### src/rtl/rsa_pkg.sv
// Shared types for the RSA exponentiation sequencer: controller states,
// multiplier operand selects, and the bit-index width helper.
package rsa_pkg;

    typedef enum logic [3:0] {
        ST_IDLE     = 4'd0,
        ST_INIT     = 4'd1,
        ST_SQR_REQ  = 4'd2,
        ST_SQR_WAIT = 4'd3,
        ST_MUL_REQ  = 4'd4,
        ST_MUL_WAIT = 4'd5,
        ST_NEXT     = 4'd6,
        ST_OUT_REQ  = 4'd7,
        ST_OUT_WAIT = 4'd8,
        ST_STORE    = 4'd9,
        ST_DONE     = 4'd10
    } ctrl_state_e;

    typedef enum logic [1:0] {
        OP_SQR = 2'd0,
        OP_MUL = 2'd1,
        OP_OUT = 2'd2
    } op_sel_e;

    // Width of an index that addresses bits 0..w-1 (at least one bit).
    function automatic int idx_width(input int w);
        return (w > 1) ? $clog2(w) : 1;
    endfunction

endpackage

### src/rtl/rsa_bit_counter.sv
// Exponent bit-index down-counter: loads the MSB index at the start of a
// run, steps down once per processed bit, and flags when bit 0 is current.
module rsa_bit_counter
    import rsa_pkg::*;
#(
    parameter int WIDTH = 8,
    parameter int IDX_W = idx_width(WIDTH)
) (
    input  logic             clk,
    input  logic             rstb,
    input  logic             ena,
    input  logic             load,
    input  logic             dec,
    output logic [IDX_W-1:0] idx,
    output logic             zero
);

    // Index register; frozen while ena is low, load wins over dec.
    always_ff @(posedge clk) begin
        if (!rstb) begin
            idx <= '0;
        end else if (ena) begin
            if (load) begin
                idx <= IDX_W'(WIDTH - 1);
            end else if (dec) begin
                idx <= idx - 1'b1;
            end
        end
    end

    assign zero = (idx == '0);

endmodule

### src/rtl/rsa_exp_ctrl.sv
// Left-to-right square-and-multiply sequencer for the RSA datapath. Issues
// multiply requests with operand selects to the shared Montgomery
// multiplier and strobes the working and ciphertext register loads.
module rsa_exp_ctrl
    import rsa_pkg::*;
#(
    parameter int WIDTH = 8
) (
    input  logic             clk,
    input  logic             rstb,
    input  logic             ena,
    input  logic             start,
    input  logic [WIDTH-1:0] exp_i,
    input  logic             mmul_done,
    output logic             mmul_start,
    output logic [1:0]       op_sel,
    output logic             init_sel,
    output logic             load_r,
    output logic             load_c,
    output logic             busy,
    output logic             done
);

    localparam int IDX_W = idx_width(WIDTH);

    ctrl_state_e      state;
    ctrl_state_e      state_nxt;
    logic [WIDTH-1:0] exp_q;
    logic [IDX_W-1:0] idx;
    logic             idx_zero;
    logic             cnt_load;
    logic             cnt_dec;
    logic             exp_bit;

    assign exp_bit = exp_q[idx];

    rsa_bit_counter #(
        .WIDTH (WIDTH),
        .IDX_W (IDX_W)
    ) u_bit_counter (
        .clk  (clk),
        .rstb (rstb),
        .ena  (ena),
        .load (cnt_load),
        .dec  (cnt_dec),
        .idx  (idx),
        .zero (idx_zero)
    );

    // State register; holds while ena is low.
    always_ff @(posedge clk) begin
        if (!rstb) begin
            state <= ST_IDLE;
        end else if (ena) begin
            state <= state_nxt;
        end
    end

    // Exponent capture on an accepted start; stable for the rest of the run.
    always_ff @(posedge clk) begin
        if (!rstb) begin
            exp_q <= '0;
        end else if (ena && (state == ST_IDLE) && start) begin
            exp_q <= exp_i;
        end
    end

    // Next-state and output decode; strobes are gated by ena, everything by reset.
    always_comb begin
        state_nxt  = state;
        cnt_load   = 1'b0;
        cnt_dec    = 1'b0;
        mmul_start = 1'b0;
        op_sel     = OP_SQR;
        init_sel   = 1'b0;
        load_r     = 1'b0;
        load_c     = 1'b0;
        busy       = 1'b1;
        done       = 1'b0;

        case (state)
            ST_IDLE: begin
                busy = 1'b0;
                if (start) begin
                    cnt_load  = 1'b1;
                    state_nxt = ST_INIT;
                end
            end
            ST_INIT: begin
                init_sel  = 1'b1;
                load_r    = 1'b1;
                state_nxt = ST_SQR_REQ;
            end
            ST_SQR_REQ: begin
                mmul_start = 1'b1;
                op_sel     = OP_SQR;
                state_nxt  = ST_SQR_WAIT;
            end
            ST_SQR_WAIT: begin
                op_sel = OP_SQR;
                if (mmul_done) begin
                    load_r    = 1'b1;
                    state_nxt = exp_bit ? ST_MUL_REQ : ST_NEXT;
                end
            end
            ST_MUL_REQ: begin
                mmul_start = 1'b1;
                op_sel     = OP_MUL;
                state_nxt  = ST_MUL_WAIT;
            end
            ST_MUL_WAIT: begin
                op_sel = OP_MUL;
                if (mmul_done) begin
                    load_r    = 1'b1;
                    state_nxt = ST_NEXT;
                end
            end
            ST_NEXT: begin
                // Test for bit 0 before decrementing so the index never wraps.
                if (idx_zero) begin
                    state_nxt = ST_OUT_REQ;
                end else begin
                    cnt_dec   = 1'b1;
                    state_nxt = ST_SQR_REQ;
                end
            end
            ST_OUT_REQ: begin
                mmul_start = 1'b1;
                op_sel     = OP_OUT;
                state_nxt  = ST_OUT_WAIT;
            end
            ST_OUT_WAIT: begin
                op_sel = OP_OUT;
                if (mmul_done) begin
                    state_nxt = ST_STORE;
                end
            end
            ST_STORE: begin
                load_c    = 1'b1;
                state_nxt = ST_DONE;
            end
            ST_DONE: begin
                done      = 1'b1;
                busy      = 1'b0;
                state_nxt = ST_IDLE;
            end
            default: begin
                busy      = 1'b0;
                state_nxt = ST_IDLE;
            end
        endcase

        if (!ena) begin
            mmul_start = 1'b0;
            load_r     = 1'b0;
            load_c     = 1'b0;
            done       = 1'b0;
        end

        if (!rstb) begin
            mmul_start = 1'b0;
            op_sel     = OP_SQR;
            init_sel   = 1'b0;
            load_r     = 1'b0;
            load_c     = 1'b0;
            busy       = 1'b0;
            done       = 1'b0;
        end
    end

endmodule

### config.mk
export PLATFORM = sky130hd
export DESIGN_NAME = rsa_exp_ctrl
export DESIGN_NICKNAME = d
export VERILOG_FILES = /design/src/rtl/rsa_pkg.sv /design/src/rtl/rsa_bit_counter.sv /design/src/rtl/rsa_exp_ctrl.sv
export SDC_FILE = /design/constraint.sdc
export NUM_CORES = 1
export LEC_CHECK = 0
export CAP_MARGIN = 20
export CORE_MARGIN = 4
export CORE_UTILIZATION = 35
export CTS_CLUSTER_DIAMETER = 30
export CTS_CLUSTER_SIZE = 30
export DETAILED_ROUTE_END_ITERATION = 6
export PLACE_DENSITY_LB_ADDON = 0.3
export SLEW_MARGIN = 20
export SYNTH_ARGS = -nofsm -noshare
export SYNTH_HDL_FRONTEND = slang
export SYNTH_SLANG_ARGS = --single-unit
### constraint.sdc
create_clock -name clk -period 4.4 [get_ports clk]
set_input_delay 0.66 -clock clk [delete_from_list [all_inputs] [get_ports clk]]
set_output_delay 0.66 -clock clk [all_outputs]
set_load 0.05 [all_outputs]
==> metrics.txt, run 1 <==
status finished clean; first-pass detailed-route iteration total 4; xor/xnor cell area share of the yosys netlist 2.80%; Worst EP required 3740 ps; CP max FO 13; fin area 0.00117 sq mm; Die X-Extent 59.8 microns; CTS Sinks 15; Hold Crit Class flop to flop; post-CTS sizing 0; Filler cells 268; Clock transition at path regs 100 ps; Core Area 0.00252 sq mm; Slew Limit Headroom 62.0%; syn nets 131; initial antenna violation count 0; # IOs 21; die footprint 0.00358 sq mm; largest family of logic cells by synthesized area simple AND/OR/NAND/NOR gates; Final GP Congestion 0.780; synth warn 0; area grow syn2layout 24.6%; Post-synth EDFFs 0; CP Launch Type primary input; Distinct cells, synth 38; Slew @ Worst Pin 570 ps; Routed WL 2.10 mm; cts hold-fix bufs 0; DP Area 0.00114 sq mm; clock insertion delay at the later pin of the skew report 290 ps; proportion of layout cells with a drive suffix above 1 8.33%; Leak 0.000450 uW; final routed DRC violation total 0; final cell count without fillers 162; Setup TNS 0 ps; Setup Skew 4.10 ps; pre-CTS WS 945 ps; CTS root buffer clkbuf_4; worst setup margin 942 ps; minimum clock period after layout 3460 ps; via count 881; All-Layer GR Usage 12.7%; fraction of registers with async set/reset 0%; Mean Syn Cell Area 8.10 sq um; post-layout util 46.4%; post-synthesis compound-gate area fraction 20.2%; PortBufs 20; power per cell area 266 mW/mm^2; top_reg_cell synth dfxtp_1; Simple-Gate Fraction of Synth Area 28.0%; Max VDD drop 192 uV; Via-to-Cell Ratio 5.44; RSZ-0062 raised after global routing false; Antenna Diode Count 0; Routed wire per std cell 13.0 microns; largest net degree at the start of global routing 17; Arr. time, crit path 2800 ps; CTS H-tree depth 1; crit path kind primary input to primary output; maximum buffer depth of the clock tree 2; Num CTS Buffers 3; CP Capture Type primary output; TritonCTS clock tree done; Adder-Cell Fraction of Synth Area 2.66%; antenna viol nets, final 0; post-synthesis register bit count 15; Final setup viols 0; Post-CTS Setup Bufs 0; grt ovf 0; height of the die 59.8 microns; final count of hold timing violations 0; fmax 0.289 GHz; Seq/Total Area, Yosys 32.0%; Starting Density 37.3%; std cell rows 18; vias in the first global route 817; final cycle utilization of the critical path 78.6%; post-synthesis mux area share 8.39%; fin nets 148; Syn Inst Count 116; max-slew violations 0; dpl hpwl 1.54 mm; Post-Syn Area 940 sq um; Maximum Capacitance Violations 0; first-pass GRT wire length 3.40 mm; Placed Cells 158; 1st-iter DRT viols 18
-- layout make-up --
cell class                      count  area [sq um]  share of cell area (%)
Multi-Input combinational cell     87           583                    49.8
Sequential cell                    15           300                    25.6
Timing Repair Buffer               20           200                    17.1
Tap cell                           30          37.5                    3.21
Clock buffer                        3          22.5                    1.92
Inverter                            6          22.5                    1.92
Clock inverter                      1          5.00                   0.427
-- cells in the mapped netlist, types with 2 or more instances --
library cell	instances	area, sq um
nor2_1	2	7.51
o21a_1	3	22.5
clkbuf_1	5	18.8
a21oi_1	13	65.1
nand4_1	2	12.5
nand2b_1	2	12.5
and3_1	4	25.0
nor3_1	4	20.0
nand2_1	24	90.1
ha_1	2	25.0
mux2i_1	3	30.0
nand3_1	3	15.0
xnor2_1	2	17.5
inv_1	6	22.5
dfxtp_1	15	300
nor3b_1	2	15.0
buf_2	3	15.0
-- final timing paths --
path / startpoint / to / slack (ps) / cells past startpoint
hold reg to reg: exp_q[6] / exp_q[6] / 460 / 2
setup reg to reg: state[3] / state[3] / 2730 / 4
hold / removal: exp_q[6] / exp_q[6] / 460 / 2
setup / recovery: rstb / init_sel / 940 / 4
-- power breakdown --
| part | switching (uW) | total, uW | internal [uW] |
|---|---|---|---|
| sequential | 10.3 | 155 | 144 |
| clock | 47.2 | 81.0 | 33.8 |
| combinational | 39.7 | 76.5 | 36.9 |
| total | 97.3 | 312 | 215 |
-- flip-flops by register name (all words and copies together), names as in the netlist --
name               count
exp_q                  8
u_bit_counter.idx      3
state                  4
-- routing by layer --
metal / track usage [%] / vias to the layer above / wire length [microns]
met5: 0 / - / 0
met4: 7.91 / 0 / 30
met3: 2.59 / 4 / 131
met2: 21.5 / 24 / 1000
met1: 14.3 / 402 / 942
li1: - / 451 / -
-- placed cells by master, fill, tap and decap left out, types with 2 or more instances in the layout --
cell	n
nand2b_1	2
o21a_1	3
clkbuf_4	3
nor3_1	4
inv_1	6
dfxtp_1	15
nor3b_1	2
mux2i_1	3
nand2_1	24
clkdlybuf4s50_1	20
and3_1	4
nor2_1	2
ha_1	2
nand4_1	2
nand3_1	3
a21oi_1	13
xnor2_1	2
-- worst max-delay path, stage by stage --
cell and delay (ps):
clkdlybuf4s50_1 740, inv_1 300, nor3_1 270, clkdlybuf4s50_1 830
-- through the flow --
| step | power (uW) | hold WS (ps) |
|---|---|---|
| 2_1_floorplan | 210 | 432 |
| 3_3_place_gp | 234 | 443 |
| 3_5_place_dp | 235 | 447 |
| 4_1_cts | 315 | 461 |
| 5_1_grt | 331 | 471 |
| 6_report | 312 | 459 |
-- cells by family (layout without fill, tap and decap cells) --
kind of cell,count (synthesis),in the layout
and+or+nand+nor,51,51
AOI/OAI and AO/OA,26,26
DFF,15,15
buffers and inverters,14,30
muxes,5,5
xor gates and xnor gates,3,3
adders and majority gates,2,2
(Power assumes the default switching activity.)
==> run 2: changes to the inputs <==
clock period = 3.6 ns   (was 4.4 ns; I/O delays follow)
==> metrics.txt, run 2 (synthesis results as in run 1) <==
status finished clean; Setup Skew 6.76 ps (+2.65 ps); Via-to-Cell Ratio 5.36 (-1.5%); final cycle utilization of the critical path 86.7%; Die X-Extent 59.8 microns (unchanged); vias in the first global route 818 (+0.12%); PortBufs 20 (unchanged); area grow syn2layout 25.4%; max-slew violations 0 (unchanged); first-pass detailed-route iteration total 4 (unchanged); max reg flops 8 (unchanged); proportion of layout cells with a drive suffix above 1 9.02% (+0.69 points); Slew @ Worst Pin 551 ps (-19.3 ps); Num CTS Buffers 3 (unchanged); Core Area 0.00252 sq mm (unchanged); initial antenna violation count 0 (unchanged); final routed DRC violation total 0 (unchanged); die footprint 0.00358 sq mm (unchanged); CTS Sinks 15 (unchanged); # IOs 21 (unchanged); height of the die 59.8 microns (unchanged); Maximum Capacitance Violations 0 (unchanged); worst setup margin 478 ps (-464 ps); Starting Density 37.3% (unchanged); Final GP Congestion 0.771 (-1.2%); post-CTS sizing 0 (unchanged); Clock transition at path regs 100 ps (about the same); most common cell after layout, fill and taps aside nand2_1; All-Layer GR Usage 12.9% (+0.28 points); grt ovf 0 (unchanged); largest net degree at the start of global routing 17 (unchanged); TritonCTS clock tree done; first-pass GRT wire length 3.53 mm (+3.9%); Final setup viols 0 (unchanged); Slew Limit Headroom 63.2% (+1.3 points); CTS H-tree depth 1 (unchanged); most repeated library cell on the critical path clkdlybuf4s50_1; commonest non-fill, non-tap cells in the layout 24 x nand2_1, 20 x clkdlybuf4s50_1, 15 x dfxtp_1, 13 x a21oi_1, 6 x inv_1; fmax 0.320 GHz; RSZ-0062 raised after global routing false; power per cell area 324 mW/mm^2 (+22%); Hold Crit Class flop to flop; cts hold-fix bufs 0 (unchanged); maximum buffer depth of the clock tree 2 (unchanged); final count of hold timing violations 0 (unchanged); Worst EP required 3060 ps (-680 ps); Max VDD drop 207 uV (+7.6%); Leak 0.000454 uW (+1.1%); cells along the critical path clkdlybuf4s50_1, nand3_1, nor4b_1, clkdlybuf4s50_1; antenna viol nets, final 0 (unchanged); highest-delay cell along the critical path clkdlybuf4s50_1; dpl hpwl 1.55 mm (+0.65%); top flop regs exp_q: 8 flops, state: 4 flops, u_bit_counter.idx: 3 flops; Crit path max-delay family buffers and inverters; CP Launch Point rstb; Antenna Diode Count 0 (unchanged); CTS root buffer clkbuf_4; CP Launch Type primary input; CP Capture Type primary output; Routed wire per std cell 13.0 microns (+0.24%); std cell rows 18 (unchanged); max incr delay on CP 860 ps (+30 ps); CP max FO 13 (unchanged); Arr. time, crit path 2580 ps (-220 ps); CP bufs+invs 2 (-1); crit path kind primary input to primary output; clock insertion delay at the later pin of the skew report 280 ps (about the same); Routed WL 2.12 mm (+0.86%); pre-CTS WS 490 ps (-456 ps); Post-CTS Setup Bufs 0 (unchanged); Setup TNS 0 ps (unchanged); largest register by flop count exp_q; minimum clock period after layout 3120 ps; Critical R2R Launch u_bit_counter.idx[1]; 1st-iter DRT viols 23 (+5); hold_sp exp_q[7]; via count 873 (-0.91%); fin nets 149 (+0.68%)
run 2: changes by cell type in the layout (fill, tap and decap cells not counted), sizes merged:
cell  change
buf       +1
run 2: metrics by stage:
stage	area [sq um]	hold WS, ps	utilization, %	total power (uW)	instances
2_1_floorplan	940	432	-	257	116
3_3_place_gp	1150	442	45.6	287	159
3_5_place_dp	1150	450	45.6	288	159
4_1_cts	1180	464	46.7	387	163
5_1_grt	1180	495	46.7	410	163
6_report	1180	461	46.7	382	163
run 2: report_power, final:
group / switching [uW] / internal (uW)
combinational: 48.8 / 46.1
sequential: 13.4 / 176
clock: 56.2 / 41.2
total: 118 / 264
run 2: worst reg2reg max path, cell delays in order (launching register included):
cell and delay, ps:
dfxtp_1 390, mux4_2 530, and2_4 180, a2111oi_4 320, o221a_1 210
run 2: cell type report:
type | instances | area (sq um)
tap | 30 | 37.5
timing repair buffer | 21 | 208
clock inverter | 1 | 5.00
sequential | 15 | 300
multi-input combinational | 87 | 583
inverter | 6 | 22.5
clock buffer | 3 | 22.5
fill | 269 | 1340
run 2: final timing paths:
kind / depth (start not counted) / endpoint / slack, ps
worst min-delay path: 2 / exp_q[7] / 460
worst max register to register: 4 / state[1] / 1920
worst min register to register: 2 / exp_q[7] / 460
worst max-delay path: 4 / done / 480
run 2: layer usage:
layer  share of wire [%]  global-route usage, %  vias to the layer above
li1                    -                      -                      443
met1                  45                   16.2                      409
met2                  48                   21.8                       19
met3                 5.7                   2.38                        2
met4                0.71                   5.06                        0
met5                   0                      0                        -
==> run 3: changes to the inputs <==
CORE_MARGIN = 3   (was 4)
==> metrics.txt, run 3 (synthesis results as in run 1) <==
status finished clean; most common cell after layout, fill and taps aside nand2_1; Routed wire per std cell 12.9 microns (-1.1%); CP bufs+invs 2 (unchanged); highest-delay cell along the critical path clkdlybuf4s50_1; final cycle utilization of the critical path 87.6% (+0.89 points); Antenna Diode Count 0 (unchanged); Worst EP required 3060 ps (about the same); max incr delay on CP 860 ps (about the same); first-pass GRT wire length 3.64 mm (+3.1%); CTS H-tree depth 1 (unchanged); commonest non-fill, non-tap cells in the layout 24 x nand2_1, 20 x clkdlybuf4s50_1, 15 x dfxtp_1, 13 x a21oi_1, 6 x inv_1; Hold Crit Class flop to flop; max reg flops 8 (unchanged); Filler cells 272 (+1.1%); most repeated library cell on the critical path clkdlybuf4s50_1; grt ovf 0 (unchanged); largest register by flop count exp_q; final count of hold timing violations 0 (unchanged); Crit path max-delay family buffers and inverters; Final GP Congestion 0.816 (+5.8%); Clock transition at path regs 90 ps (about the same); Slew @ Worst Pin 580 ps (+29.2 ps); minimum clock period after layout 3150 ps (+32.1 ps); Leak 0.000454 uW (unchanged); CP Capture Type primary output; via count 869 (-0.46%); Final setup viols 0 (unchanged); vias in the first global route 836 (+2.2%); PnR Total Power 380 uW (-0.51%); PortBufs 20 (unchanged); Routed WL 2.10 mm (-1.1%); Die X-Extent 57.8 microns (-3.3%); CTS Sinks 15 (unchanged); 1st-iter DRT viols 25 (+8.7%); Max VDD drop 235 uV (+14%); clock insertion delay at the later pin of the skew report 280 ps (about the same); All-Layer GR Usage 13.9% (+0.94 points); met3 wire len 111 microns (-9.0%); Top Metal Used met4; fin nets 149 (unchanged); post-CTS sizing 0 (unchanged); cells along the critical path clkdlybuf4s50_1, nand3_1, nor4b_1, clkdlybuf4s50_1; Core Area 0.00252 sq mm (unchanged); CP Launch Type primary input; final hold slack 455 ps (-6.48 ps); M1 WL 1.01 mm (+5.9%); Maximum Capacitance Violations 0 (unchanged); crit path kind primary input to primary output; height of the die 57.8 microns (-3.3%); met2 wire length 948 microns (-7.9%); Slew Limit Headroom 61.3% (-1.9 points); Via-to-Cell Ratio 5.33 (-0.46%); dpl hpwl 1.52 mm (-1.9%); largest net degree at the start of global routing 17 (unchanged); Setup TNS 0 ps (unchanged); max-slew violations 0 (unchanged); top flop regs exp_q: 8 flops, state: 4 flops, u_bit_counter.idx: 3 flops; area grow syn2layout 25.4% (unchanged); Starting Density 37.3% (unchanged); TritonCTS clock tree done; # IOs 21 (unchanged); RSZ-0062 raised after global routing false; antenna viol nets, final 0 (unchanged); Num CTS Buffers 3 (unchanged); Setup Skew 3.94 ps (-2.82 ps); std cell rows 18 (unchanged); cts hold-fix bufs 0 (unchanged); maximum buffer depth of the clock tree 2 (unchanged); CTS root buffer clkbuf_4; proportion of layout cells with a drive suffix above 1 9.02% (unchanged); Arr. time, crit path 2610 ps (+30 ps); die footprint 0.00334 sq mm (-6.6%); initial antenna violation count 0 (unchanged); Post-CTS Setup Bufs 0 (unchanged); post-layout util 46.7% (unchanged); CP max FO 13 (unchanged); fmax 0.317 GHz (-1.0%); final routed DRC violation total 0 (unchanged); power per cell area 322 mW/mm^2 (-0.51%); first-pass detailed-route iteration total 4 (unchanged)
run 3: path summary, 6_finish.rpt:
path	start	to	slack (ps)	cells past startpoint
max	rstb	done	450	4
min	exp_q[5]	exp_q[5]	450	2
max reg2reg	state[3]	state[3]	1930	4
min reg2reg	exp_q[5]	exp_q[5]	450	2
run 3: cell type report:
type	count	area [sq um]	area share (%)
clock buffers	3	22.5	1.91
clock inverters	1	5.00	0.425
inverters	6	22.5	1.91
multi-input cells	87	583	49.5
flip-flops and latches	15	300	25.5
well taps	30	37.5	3.18
repair buffers	21	208	17.6
run 3: metrics by stage:
stage	setup WS [ps]	area, sq um	std cells
5_1_grt	328	1180	163
3_5_place_dp	488	1150	159
3_3_place_gp	511	1150	159
4_1_cts	473	1180	163
2_1_floorplan	535	940	116
6_report	445	1180	163
run 3: per-layer routing:
layer | GRT usage [%] | vias to the layer above
li1 | - | 445
met1 | 17.2 | 398
met2 | 22.7 | 22
met3 | 2.90 | 4
met4 | 6.95 | 0
met5 | 0 | -
run 3: tightest hold or removal path, delay by kind of cell (launching register included):
kind             cells  cell delay, ps
AO/OA/AOI/OAI        1              50
AND/OR/NAND/NOR      1              50
flip-flops           1             320
run 3: where the power goes:
group | switching, uW | leakage (uW) | total (uW) | internal, uW
clock network | 54.6 | 0.0000177 | 95.9 | 41.3
registers | 12.8 | 0.000123 | 189 | 176
logic | 49.3 | 0.000314 | 95.1 | 45.9
total | 117 | 0.000454 | 380 | 263
